$ cat config.mk
export PLATFORM = sky130hd
export DESIGN_NAME = alu_share_ctrl
export DESIGN_NICKNAME = d
export VERILOG_FILES = /design/src/rtl/alu_share_ctrl.sv
export SDC_FILE = /design/constraint.sdc
export NUM_CORES = 1
export LEC_CHECK = 0
export ABC_AREA = 1
export ABC_CLOCK_PERIOD_IN_PS = 3170
export BUFFER_PORTS_ARGS = -buffer_cell sky130_fd_sc_hd__buf_2
export CAP_MARGIN = 20
export CORE_MARGIN = 1
export CORE_UTILIZATION = 41
export CTS_CLUSTER_SIZE = 40
export DETAILED_ROUTE_END_ITERATION = 8
export PLACE_DENSITY_LB_ADDON = 0.12
export SKIP_LAST_GASP = 1
export SYNTH_ARGS = -nofsm -noshare
export SYNTH_HDL_FRONTEND = slang
export SYNTH_SLANG_ARGS = --single-unit
export TNS_END_PERCENT = 20
$ cat constraint.sdc
create_clock -name clk_in -period 3.17 [get_ports clk_in]
set_input_delay 0.634 -clock clk_in [delete_from_list [all_inputs] [get_ports clk_in]]
set_output_delay 0.634 -clock clk_in [all_outputs]
set_load 0.05 [all_outputs]
$ cat src/rtl/alu_share_ctrl.sv
// Round-robin scheduler that time-shares one combinational ALU between two requesters.
// Each accepted operation walks IDLE -> EXEC (single ALU cycle) -> RESP (held until consumed).
module alu_share_ctrl #(
    parameter int WIDTH = 32,
    parameter int OP_W  = 7
) (
    input  logic             clk_in,
    input  logic             rst_in,
    input  logic             req0_valid_in,
    output logic             req0_ready_out,
    input  logic [WIDTH-1:0] req0_a_in,
    input  logic [WIDTH-1:0] req0_b_in,
    input  logic [OP_W-1:0]  req0_op_in,
    input  logic             req1_valid_in,
    output logic             req1_ready_out,
    input  logic [WIDTH-1:0] req1_a_in,
    input  logic [WIDTH-1:0] req1_b_in,
    input  logic [OP_W-1:0]  req1_op_in,
    output logic             resp_valid_out,
    input  logic             resp_ready_in,
    output logic             resp_id_out,
    output logic [WIDTH-1:0] resp_result_out,
    output logic             resp_zero_out,
    output logic             resp_overflow_out,
    output logic [WIDTH-1:0] alu_a_out,
    output logic [WIDTH-1:0] alu_b_out,
    output logic [1:0]       alu_type_out,
    output logic [1:0]       alu_shift_out,
    output logic             alu_arith_out,
    output logic [1:0]       alu_logic_out,
    input  logic [WIDTH-1:0] alu_result_in,
    input  logic             alu_zero_in,
    input  logic             alu_overflow_in,
    output logic             busy_out
);

    typedef enum logic [1:0] {
        IDLE = 2'd0,
        EXEC = 2'd1,
        RESP = 2'd2
    } state_t;

    state_t           state, state_next;
    logic [WIDTH-1:0] a_q, b_q;
    logic [OP_W-1:0]  op_q;
    logic             last_grant;
    logic             resp_id_q;
    logic [WIDTH-1:0] resp_result_q;
    logic             resp_zero_q, resp_overflow_q;
    logic             grant_valid, grant_id;

    // Ready is gated by reset so a held request cannot see a grant while reset is asserted.
    always_comb begin
        state_next  = state;
        grant_valid = 1'b0;
        grant_id    = 1'b0;
        case (state)
            IDLE: begin
                if (!rst_in) begin
                    if (req0_valid_in && req1_valid_in) begin
                        grant_valid = 1'b1;
                        grant_id    = ~last_grant;
                    end else if (req0_valid_in) begin
                        grant_valid = 1'b1;
                    end else if (req1_valid_in) begin
                        grant_valid = 1'b1;
                        grant_id    = 1'b1;
                    end
                end
                if (grant_valid) state_next = EXEC;
            end
            EXEC:    state_next = RESP;
            RESP:    if (resp_ready_in) state_next = IDLE;
            default: state_next = IDLE;
        endcase
    end

    always_ff @(posedge clk_in or posedge rst_in) begin
        if (rst_in) state <= IDLE;
        else        state <= state_next;
    end

    // NOTE: sequential state uses non-blocking assignments so every register samples pre-edge values.
    always_ff @(posedge clk_in or posedge rst_in) begin
        if (rst_in) begin
            a_q             <= '0;
            b_q             <= '0;
            op_q            <= '0;
            last_grant      <= 1'b1;
            resp_id_q       <= 1'b0;
            resp_result_q   <= '0;
            resp_zero_q     <= 1'b0;
            resp_overflow_q <= 1'b0;
        end else begin
            if (grant_valid) begin
                a_q        <= grant_id ? req1_a_in  : req0_a_in;
                b_q        <= grant_id ? req1_b_in  : req0_b_in;
                op_q       <= grant_id ? req1_op_in : req0_op_in;
                last_grant <= grant_id;
                resp_id_q  <= grant_id;
            end
            if (state == EXEC) begin
                resp_result_q   <= alu_result_in;
                resp_zero_q     <= alu_zero_in;
                resp_overflow_q <= alu_overflow_in;
            end
        end
    end

    assign req0_ready_out    = grant_valid && !grant_id;
    assign req1_ready_out    = grant_valid && grant_id;
    assign resp_valid_out    = (state == RESP);
    assign resp_id_out       = resp_id_q;
    assign resp_result_out   = resp_result_q;
    assign resp_zero_out     = resp_zero_q;
    assign resp_overflow_out = resp_overflow_q;
    assign busy_out          = (state != IDLE);

    // Packed opcode: {type[1:0], shift[1:0], arith, logic[1:0]}.
    assign alu_a_out     = a_q;
    assign alu_b_out     = b_q;
    assign alu_type_out  = op_q[6:5];
    assign alu_shift_out = op_q[4:3];
    assign alu_arith_out = op_q[2];
    assign alu_logic_out = op_q[1:0];

endmodule
# [After elaboration in Yosys (flattened, before gate mapping)]
# Index checks and enable logic that the tools add are counted.
[word_totals] reg_bits=109 inputBits=181 out_inout_bits=110 word_cells=37
[op_classes] eq_ne=4 mux=16 n_bitwise=1 reduce_logical=7
[op_table] operator="32-bit 2-to-1 mux" count=2
[op_table] operator="1-bit 2-to-1 mux" count=10
[op_table] operator="7-bit 2-to-1 mux" count=1
[op_table] operator="2-bit one-hot mux with 3 select lines" count=1
[op_table] operator="2-bit 2-to-1 mux" count=2
[op_table] operator="1-bit logical AND" count=3
[op_table] operator="2-bit by 1-bit == test with 1-bit output (second input constant)" count=1
[op_table] operator="2-bit == test (second input constant)" count=1
[op_table] operator="2-bit logical NOT" count=1
[op_table] operator="2-bit by 1-bit inequality test with 1-bit output (second input constant)" count=1
[op_table] operator="2-bit inequality test (second input constant)" count=1
[op_table] operator="2-bit AND reduction" count=1
[op_table] operator="2-bit nonzero test" count=1
[op_table] operator="1-bit logical NOT" count=1
[op_table] operator="1-bit inverter" count=1

# [Logic depth before layout (Yosys ltp)]
# Gate-level depths: netlist of the first run.
[logic_depth] word_depth=7 depth_mapped=9 depth_no_buf=7

# [Worst setup path before layout of the first run]
# OpenSTA, ideal clock, no wires.
[synth_path] path_type="input to output" from="in rst_in" to="out req0_ready_out" arrival_ns=3.076 setup_slack_ns=-0.540 cell_stages=4 n_path_buf=1 cell_sequence="inv_2 nand3_1 clkbuf_1 nor2_1"
[synth_between] elab_chain_len=4
[synth_lines] element="start, declared" line_no="8" rtl="input logic rst_in,"
[synth_lines] element="1-bit 2-to-1 mux" line_no="59" rtl="if (!rst_in) begin"
[synth_lines] element="1-bit 2-to-1 mux" line_no="57" rtl="case (state)"
[synth_lines] element="1-bit 2-to-1 mux or 1-bit logical NOT (tied branches)" line_no="57, 110"
[synth_lines] element="1-bit logical AND (*)" line_no="110" rtl="assign req0_ready_out = grant_valid && !grant_id;"
[synth_lines] element="end, declared" line_no="10" rtl="output logic req0_ready_out,"
# Mark *: on every way between the ends. The rest lies on a longest branch, timed or not. The select of a mux whose other input is x is not followed.

# [Final worst setup path of the first run]
[layout_path] from="reg state[0]" to="out req0_ready_out"
[layout_between] elab_chain_len=4
[layout_lines] element="start, declared" line_no="43" rtl="state_t state, state_next;"
[layout_lines] element="start signal, assigned" line_no="80" rtl="else state <= state_next;"
[layout_lines] element="2-bit logical NOT (*)" line_no="57"
[layout_lines] element="1-bit 2-to-1 mux" line_no="57"
[layout_lines] element="1-bit logical NOT" line_no="110"
[layout_lines] element="1-bit logical AND (*)" line_no="110"
# Mark *: on every way between the ends. The rest lies on a longest branch, timed or not.

==> flow_summary.ini, run 1 <==
[sta]
hold_viol = 0
fmax_ghz = 0.426
relSlewSlack_pct = 46.0
tightest_slew_ns = 0.810
fin_ws_ns = 0.823
holdWs_ns = 0.477
fin_skew_ns = 0.0110
setup_viol_count_final = 0
rsz0062_at_grt = no
slew_violations = 0
fin_setup_tns_ns = 0
fin_crit_ns = 2.35
post-route-period-util_pct = 74.0

[floorplan]
dieArea_mm2 = 0.0136
rows = 41
die_y_um = 117
ios = 291
core-area_mm2 = 0.0127
die_w_um = 117
initial_core_util_pct = 42.4

[yosys]
syn_area_per_cell_um2 = 8.36
ys_ff_latch = 109
synth_area_leader_cell = dfrtp_1
synth.top_cells.by_area = dfrtp_1 (50%), nand4_1 (16%), nand2_1 (15%)
synth_most_common_cell = nand2_1
ys_warn_count = 0
syn_inst = 646
syn_nets = 827
synth_common_cells = nand2_1 (221), nand4_1 (142), dfrtp_1 (108)
synth_edf_count = 0
async_flop_share_pct = 100
synth_seq_area_share_pct = 50.5
netlist.area_leader.share_pct = 50.0
synth_cell_types = 17
syn_area_mm2 = 0.00540
synthFlopType = dfrtp_1

[clocking]
htreeDepth = 3
cts_root_buf = clkbuf_16
clockBufferDepth = 2
cts.sinks = 109
path_clk_slew_ns = 0.07
cts_buffers = 9
clock_latency_ns = 0.35
cts_tree = yes
post_cts_buffers = 0
cts.repair.resized = 0
hold_buffers = 0

[setup_path]
crit_family = buffers and inverters
cp_max_fo = 23
critPathBufInv = 2
start_kind = flop
end_kind = primary output
slowest_stage = dfrtp_1
crit_path_cell_trace = nor2_4 -> buf_4 -> nand3_4 -> nor2_1 -> buf_2
worst-setup-path-type = reg -> out
slowest_delay_ns = 0.42
cp.arrival_ns = 1.71
cp.required_ns = 2.54

[final_layout]
stdcell_count = 1083
drive_gt1_share_pct = 41.4
fin_area_mm2 = 0.00728
diodes = 0
syn_to_final_growth_pct = 34.9
final_nets = 1087
fillers = 1188

[placed_design]
postPlaceCellArea_mm2 = 0.00698
dpl.hpwl_mm = 11.4
post-place-ws_ns = 0.961
port_buffers = 290
gp_congestion = 0.774
dp_cells = 1067

[detailed_routing]
antenna_left = 0
vias = 5520
drt_drc_violations_left = 0
drt_iter0_drc = 316
via_per_inst = 5.10
wl_per_cell_um = 15.5
wl_mm = 16.8
dr.pass1.iters = 5

[global_route]
antenna_found_initial = 0
grt-ovfl-total = 0
grt_max_degree = 75
grt_pass1_vias = 5035
grt_pass1_wl_mm = 25.3
track_usage_pct = 24.1

[flow_run]
maxCapViolCount = 0

[power_and_ir_drop]
vdd_drop_max_mv = 0.599
p_per_area_mw_per_mm2 = 1140
leakagePower_uw = 0.00409

[worst_hold_path]
hold_path.class = reg -> reg

[outcome]
status = completed
## metal layers
metal	wire, um	vias up	track usage (%)	part of all wire (%)
met5	0	-	0	0
met4	322	0	7.93	1.9
met3	1400	26	4.83	8.4
met2	8220	251	41.7	49
met1	6810	2579	30.2	41
li1	-	2664	-	-
## worst reg2reg max path, delay by kind of cell, from the launching register on
family | cells | cell delay (ns)
AND/OR/NAND/NOR | 5 | 0.52
buffers and inverters | 3 | 0.92
flip-flops | 1 | 0.40
## layout make-up
| type | instances | area [um^2] | area share (%) |
|---|---|---|---|
| Inverter | 79 | 299 | 4.11 |
| Clock inverter | 4 | 37.5 | 0.515 |
| Clock buffer | 12 | 267 | 3.66 |
| Multi-Input combinational cell | 405 | 2180 | 30.0 |
| Sequential cell | 109 | 2730 | 37.5 |
| Tap cell | 172 | 215 | 2.95 |
| Timing Repair Buffer | 302 | 1550 | 21.3 |
## state kept, by name, indices dropped and copies added, names as in the netlist
signal / count
alu_a_out: 32
alu_b_out: 32
op_q: 7
last_grant: 1
resp_result_out: 32
resp_zero_out: 1
resp_overflow_out: 1
resp_id_out: 1
state: 2
## metrics by stage
| step | util, % | power (uW) |
|---|---|---|
| 2_1_floorplan | - | 6020 |
| 3_3_place_gp | 54.9 | 7150 |
| 3_5_place_dp | 54.9 | 7220 |
| 4_1_cts | 57.2 | 8360 |
| 5_1_grt | 57.2 | 8800 |
| 6_report | 57.2 | 8300 |
## final timing paths
check	startpoint	end	slack, ns	cells past startpoint
worst max-delay path	state[0]$_DFFE_PP0P_	req0_ready_out	0.82	5
worst min-delay path	last_grant$_DFFE_PP1N_	last_grant$_DFFE_PP1N_	0.48	2
worst max register to register	state[0]$_DFFE_PP0P_	alu_b_out[17]$_DFFE_PP0N_	1.29	8
worst min register to register	last_grant$_DFFE_PP1N_	last_grant$_DFFE_PP1N_	0.48	2
max in group asynchronous	rst_in	alu_b_out[7]$_DFFE_PP0N_	1.42	4
min in group asynchronous	rst_in	op_q[3]$_DFFE_PP0N_	0.58	3
## logic make-up (layout without fill, tap and decap cells)
family | Yosys count | count (layout) | share of synthesized area (%)
flip-flops | 109 | 109 | 50.5
buffers and inverters | 132 | 397 | 9.75
multiplexers | 34 | 34 | 7.09
AO/OA/AOI/OAI | 1 | 1 | 0.0926
AND/OR/NAND/NOR | 370 | 370 | 32.5
## placed cells by master, fill, tap and decap left out, types with 2 or more instances in the layout
cell type	Yosys	routed
buf_2	22	290
nand2_1	221	218
nand4_1	142	142
dfrtp_1	108	108
mux2_2	34	34
inv_1	33	33
clkinv_1	30	30
inv_2	16	15
buf_4	1	11
clkbuf_16	0	9
nand2_2	0	3
nor2_4	1	3
clkbuf_8	0	3
nor2_1	3	2
inv_6	0	2
## power by group
group          total, uW  leakage (uW)  switching, uW  internal [uW]
clock network       1130      0.000152            517            611
logic               4760       0.00262           3670           1090
registers           2410       0.00131            355           2060
Power figures use the tool's default switching activity.
==> inputs of run 2 (changes only) <==
--- a/config.mk
+++ b/config.mk
@@ -5,12 +5,12 @@
 export SDC_FILE = /design/constraint.sdc
 export NUM_CORES = 1
 export LEC_CHECK = 0
-export ABC_AREA = 1
-export ABC_CLOCK_PERIOD_IN_PS = 3170
+export ABC_AREA = 0
+export ABC_CLOCK_PERIOD_IN_PS = 1900
 export BUFFER_PORTS_ARGS = -buffer_cell sky130_fd_sc_hd__buf_2
 export CAP_MARGIN = 20
 export CORE_MARGIN = 1
-export CORE_UTILIZATION = 41
+export CORE_UTILIZATION = 40
 export CTS_CLUSTER_SIZE = 40
 export DETAILED_ROUTE_END_ITERATION = 8
 export PLACE_DENSITY_LB_ADDON = 0.12
==> constraint.sdc (replaced) <==
create_clock -name clk_in -period 1.9 [get_ports clk_in]
set_input_delay 0.38 -clock clk_in [delete_from_list [all_inputs] [get_ports clk_in]]
set_output_delay 0.38 -clock clk_in [all_outputs]
set_load 0.05 [all_outputs]
==> run 2 against run 1 <==
Compared with the run above:
- final cell count decreased by 20%
- sequential share of layout area increased by 0.91 points
- critical path depth decreased by 2
- largest cell class unchanged
- sequential cell count unchanged
- setup slack got worse by 0.84 ns
- the run now ends with setup timing left
==> flow_summary.ini, run 2 <==
[clocking]
cts.sinks = 109
clock_latency_ns = 0.34
htreeDepth = 3
cts_buffers = 9
cts_tree = yes
cts_root_buf = clkbuf_16
path_clk_slew_ns = 0.07
clockBufferDepth = 2

[outcome]
failed_checks = setup timing
status = complete, but fails checks

[sta]
fin_crit_ns = 1.92
fin_skew_ns = 0.00380
relSlewSlack_pct = 70.7
rsz0062_at_grt = yes
fmax_ghz = 0.522
hold_viol = 0
tightest_slew_ns = 0.440
post-route-period-util_pct = 101
slew_violations = 0
setup_viol_count_final = 1
holdWs_ns = 0.0120
fin_ws_ns = -0.0174

[final_layout]
layout_common_cells = buf_2 (288), dfrtp_1 (107), nand2_1 (72), a221o_1 (71), nor3_2 (69)
layout_commonest_cell = buf_2
final_core_util_pct = 56.4
stdcell_count = 865
fin_area_mm2 = 0.00711
syn_to_final_growth_pct = 37.2
drive_gt1_share_pct = 62.4
final_nets = 868

[setup_path]
rr_worst_depth = 5
start_kind = flop
crit_path_cell_trace = or3_4 -> nor3b_2 -> buf_6
slowest_stage = dfrtp_2
slowest_delay_ns = 0.44
critical_path_cell_count = 3
end_kind = primary output
crit_family = simple AND/OR/NAND/NOR gates
critPathBufInv = 1
worst-setup-path-type = reg -> out
cp.arrival_ns = 1.54
cp.required_ns = 1.52
cp_max_fo = 4

[power_and_ir_drop]
p_per_area_mw_per_mm2 = 1910
comb_power_share_pct = 55.4
clkPwrFrac_pct = 15.1
total_power_uw = 13600
vdd_drop_max_mv = 0.721
leakagePower_uw = 0.00347
switching_share_pct = 51.3
switching_power_uw = 6970
seq_power_share_pct = 29.5
internal_power_uw = 6620

[yosys]
syn_area_mm2 = 0.00518
netlist.area_leader.share_pct = 52.1
syn_area_per_cell_um2 = 12.5
synth_cell_types = 21
synth-xor-area-share_pct = 0
synth_top_family_by_area = simple AND/OR/NAND/NOR gates
synthAdderAreaFrac_pct = 0
synth.top_cells.by_area = dfrtp_1 (52%), a221o_1 (14%), nor3_2 (14%)
synth_area_leader_cell = dfrtp_1
yosys.area_share.simple_pct = 19.8
synth_most_common_cell = dfrtp_1
ys_warn_count = 0
synth.area.mux_share_pct = 7.39
async_flop_share_pct = 100
synth_seq_area_share_pct = 52.6
synth_common_cells = dfrtp_1 (108), nand2_1 (72), a221o_1 (71)
synthFlopType = dfrtp_1
syn_nets = 597
synth_edf_count = 0
syn_inst = 416
ys_ff_latch = 109
synth_compound_area_share_pct = 14.2

[global_route]
grt.met1_usage_pct = 27.3
antenna_found_initial = 1
track_usage_pct = 22.5
grt_pass1_vias = 4493
busiest_layer = met2
grt-ovfl-total = 0
grt.met2_usage_pct = 37.9
grtUsageMet3_pct = 4.65
grt_max_degree = 72
grt_pass1_wl_mm = 23.1

[placed_design]
gp_congestion = 0.759
port_buffers = 290
postPlaceCellArea_mm2 = 0.00675
dpl.hpwl_mm = 10.5
dp_cells = 846

[detailed_routing]
dr.pass1.iters = 4
drt_iter0_drc = 290
wl_per_cell_um = 17.3
wl_mm = 14.9
vias = 4457
antenna_left = 0
via_per_inst = 5.15
drt_drc_violations_left = 0

[floorplan]
core-area_mm2 = 0.0126
rows = 41
ios = 291
initial_core_util_pct = 41.1
dieArea_mm2 = 0.0134
die_w_um = 116
die_y_um = 116

[flow_run]
maxCapViolCount = 0

[worst_hold_path]
hold_path.class = in -> async
==> run 2: power groups by stage <==
stage | registers (uW) | logic, uW | clock network (uW)
6_report | 4010 | 7530 | 2050
3_3_place_gp | 4010 | 7470 | 0
2_1_floorplan | 7850 | 1910 | 0
3_5_place_dp | 4030 | 7560 | 0
5_1_grt | 4170 | 7880 | 2210
4_1_cts | 4020 | 7590 | 2110
==> run 2: worst reg2reg max path: stages (launching register included) <==
cell and delay, ns:
dfrtp_2 0.44, or3_4 0.39, buf_4 0.16, buf_12 0.18, nor3_1 0.32, a221o_1 0.14
==> run 2: final timing paths <==
kind,from,endpoint,slack (ns)
max reg2reg,state[1]$_DFFE_PP0P_,alu_a_out[29]$_DFFE_PP0N_,0.20
min in group clk_in,resp_ready_in,state[1]$_DFFE_PP0P_,0.24
max,state[1]$_DFFE_PP0P_,req0_ready_out,-0.02
min reg2reg,resp_id_out$_DFFE_PP0N_,resp_id_out$_DFFE_PP0N_,0.49
max in group asynchronous,rst_in,last_grant$_DFFE_PP1N_,1.23
min,rst_in,op_q[4]$_DFFE_PP0N_,0.01
==> run 2: cells by family (layout without fill, tap and decap cells) <==
group	after synthesis	in the layout
flops	109	109
mux	34	34
simple gates	151	151
other cells	0	1
buf+inv	47	323
compound gates	75	75
==> run 2: area by class of cell <==
class / count / area, um^2
fillers: 1167 / 5510
well taps: 172 / 215
diodes: 1 / 2.50
multi-input cells: 260 / 2180
repair buffers: 304 / 1640
clock inverters: 5 / 83.8
inverters: 3 / 15.0
flip-flops and latches: 109 / 2730
clock buffers: 11 / 243
==> run 2: metrics by stage <==
step                worst slack, ns  TNS (ns)
finish                      -0.0174   -0.0174
global route                -0.0727    -0.122
CTS                         -0.0387   -0.0591
detailed placement            0.179         0
global placement              0.167         0
floorplan                    -0.701    -0.701
==> run 2: metal layers <==
layer,vias to the layer above,share of wire [%]
met5,-,0
met4,0,3.5
met3,33,5.9
met2,181,50
met1,2152,41
li1,2091,-
==> run 2: timing repair <==
| item | in CTS | in global routing |
|---|---|---|
| hold buffers | 0 | 0 |
| buffers inserted | 2 | 0 |
| gates resized for setup | 5 | 2 |
| setup endpoints to repair | 2 | 2 |
| pin swaps | 1 | 0 |
==> inputs of run 3 (changes only) <==
--- a/config.mk
+++ b/config.mk
@@ -5,14 +5,15 @@
 export SDC_FILE = /design/constraint.sdc
 export NUM_CORES = 1
 export LEC_CHECK = 0
-export ABC_AREA = 0
+export ABC_AREA = 1
 export ABC_CLOCK_PERIOD_IN_PS = 1900
 export BUFFER_PORTS_ARGS = -buffer_cell sky130_fd_sc_hd__buf_2
 export CAP_MARGIN = 20
 export CORE_MARGIN = 1
-export CORE_UTILIZATION = 40
+export CORE_UTILIZATION = 41
 export CTS_CLUSTER_SIZE = 40
 export DETAILED_ROUTE_END_ITERATION = 8
+export MAX_ROUTING_LAYER = met4
 export PLACE_DENSITY_LB_ADDON = 0.12
 export SKIP_LAST_GASP = 1
 export SYNTH_ARGS = -nofsm -noshare
==> run 3 against run 2 <==
Compared with the run above:
- the run now ends clean
- critical path depth rose by 2
- setup slack improved by 0.079 ns
- first-iteration DRC count rose by 25%
==> flow_summary.ini, run 3 (synthesis results as in run 1) <==
[clocking]
clock_latency_ns = 0.35
hold_buffers = 0
cts.sinks = 109
cts_root_buf = clkbuf_16
cts_tree = yes
htreeDepth = 3
path_clk_slew_ns = 0.07
cts_buffers = 9
clockBufferDepth = 2

[setup_path]
worst-setup-path-type = reg -> out
start_kind = flop
cp.required_ns = 1.52
cp_max_fo = 3
rrSetupSlack_ns = 0.21
cp.arrival_ns = 1.46
end_kind = primary output

[final_layout]
multiInputGateArea_mm2 = 0.00220
layout_common_cells = buf_2 (288), nand2_1 (218), nand4_1 (142), dfrtp_1 (108), mux2_2 (34)
final_nets = 1091
layout_commonest_cell = buf_2
stdcell_count = 1089
drive_gt1_share_pct = 41.7
syn_to_final_growth_pct = 37.7
layout.area.seq_mm2 = 0.00273
fillers = 1178

[worst_hold_path]
hold_path.class = in -> reg

[outcome]
status = completed

[detailed_routing]
wl_mm = 17.1
vias = 5572
via_per_inst = 5.12
drt_iter0_drc = 363
wl_per_cell_um = 15.7
antenna_left = 0
drt_drc_violations_left = 0
dr.pass1.iters = 6

[power_and_ir_drop]
clkPwrFrac_pct = 13.9
comb_power_share_pct = 57.5
leakagePower_uw = 0.00414
switching_share_pct = 54.1
vdd_drop_max_mv = 0.892
internal_power_uw = 6440
p_per_area_mw_per_mm2 = 1890
switching_power_uw = 7600
total_power_uw = 14000
seq_power_share_pct = 28.6

[floorplan]
dieArea_mm2 = 0.0136
die_w_um = 117
rows = 41
ios = 291
core-area_mm2 = 0.0127
die_y_um = 117
initial_core_util_pct = 42.4

[global_route]
grt_pass1_vias = 5218
track_usage_pct = 25.9
antenna_found_initial = 2
grt_max_degree = 110
grt-ovfl-total = 0
grt_pass1_wl_mm = 26.1

[sta]
fin_crit_ns = 1.84
post-route-period-util_pct = 96.8
hold_viol = 0
fin_setup_tns_ns = 0
tightest_slew_ns = 0.577
fin_ws_ns = 0.0612
fmax_ghz = 0.544
slew_violations = 0
fin_skew_ns = 0.00440
relSlewSlack_pct = 61.5
rsz0062_at_grt = no
setup_viol_count_final = 0
holdWs_ns = 0.255

[placed_design]
gp_congestion = 0.793
dp_cells = 1068
dpl.hpwl_mm = 11.6
port_buffers = 290
post-place-ws_ns = 0.262

[flow_run]
maxCapViolCount = 0
==> run 3: path summary, 6_finish.rpt <==
kind | start | end | cells after the start
max | state[0]$_DFFE_PP0P_ | req0_ready_out | 5
min | resp_ready_in | state[1]$_DFFE_PP0P_ | 2
max reg2reg | state[0]$_DFFE_PP0P_ | alu_a_out[17]$_DFFE_PP0N_ | 8
min reg2reg | resp_id_out$_DFFE_PP0N_ | resp_id_out$_DFFE_PP0N_ | 2
max in group asynchronous | rst_in | resp_result_out[10]$_DFFE_PP0N_ | 3
min in group asynchronous | rst_in | state[1]$_DFFE_PP0P_ | 3
==> run 3: repair_timing <==
action,CTS,global route
endpoints found under the hold margin,0,0
pin swaps,2,2
buffers inserted,1,2
gates resized for setup,2,2
setup endpoints to repair,2,1
==> run 3: metal layers <==
layer / global-route usage (%) / part of all wire (%)
met4: 9.96 / 2.5
met1: 30.4 / 38
met3: 6.07 / 8.6
met5: - / 0
met2: 43.1 / 51
==> run 3: cell type report <==
class	count	area share (%)
antenna	2	0.0673
clock buffer	11	3.40
clock inverter	5	0.791
inverter	79	4.16
multi-input combinational	405	29.5
sequential	109	36.7
tap	172	2.90
timing repair buffer	306	22.4
==> run 3: stage by stage <==
stage,util (%),area [um^2]
after detailed placement,55.7,7090
after global placement,55.7,7090
after global routing,58.4,7430
after CTS,58.3,7410
after floorplan,-,5430
final,58.4,7430
==> run 3: critical path, cell delays in order, from the launching register on <==
cell,delay (ns)
dfrtp_1,0.41
nor2_4,0.13
inv_2,0.07
nor3_4,0.27
nor2_4,0.04
buf_4,0.19
==> run 3: power groups by stage <==
stage	clock (uW)	sequential [uW]	combinational [uW]
after floorplan	0	7880	2170
after global placement	0	4000	8000
after detailed placement	0	4060	8090
after CTS	2000	4030	8110
after global routing	2080	4150	8640
final	1950	4010	8070
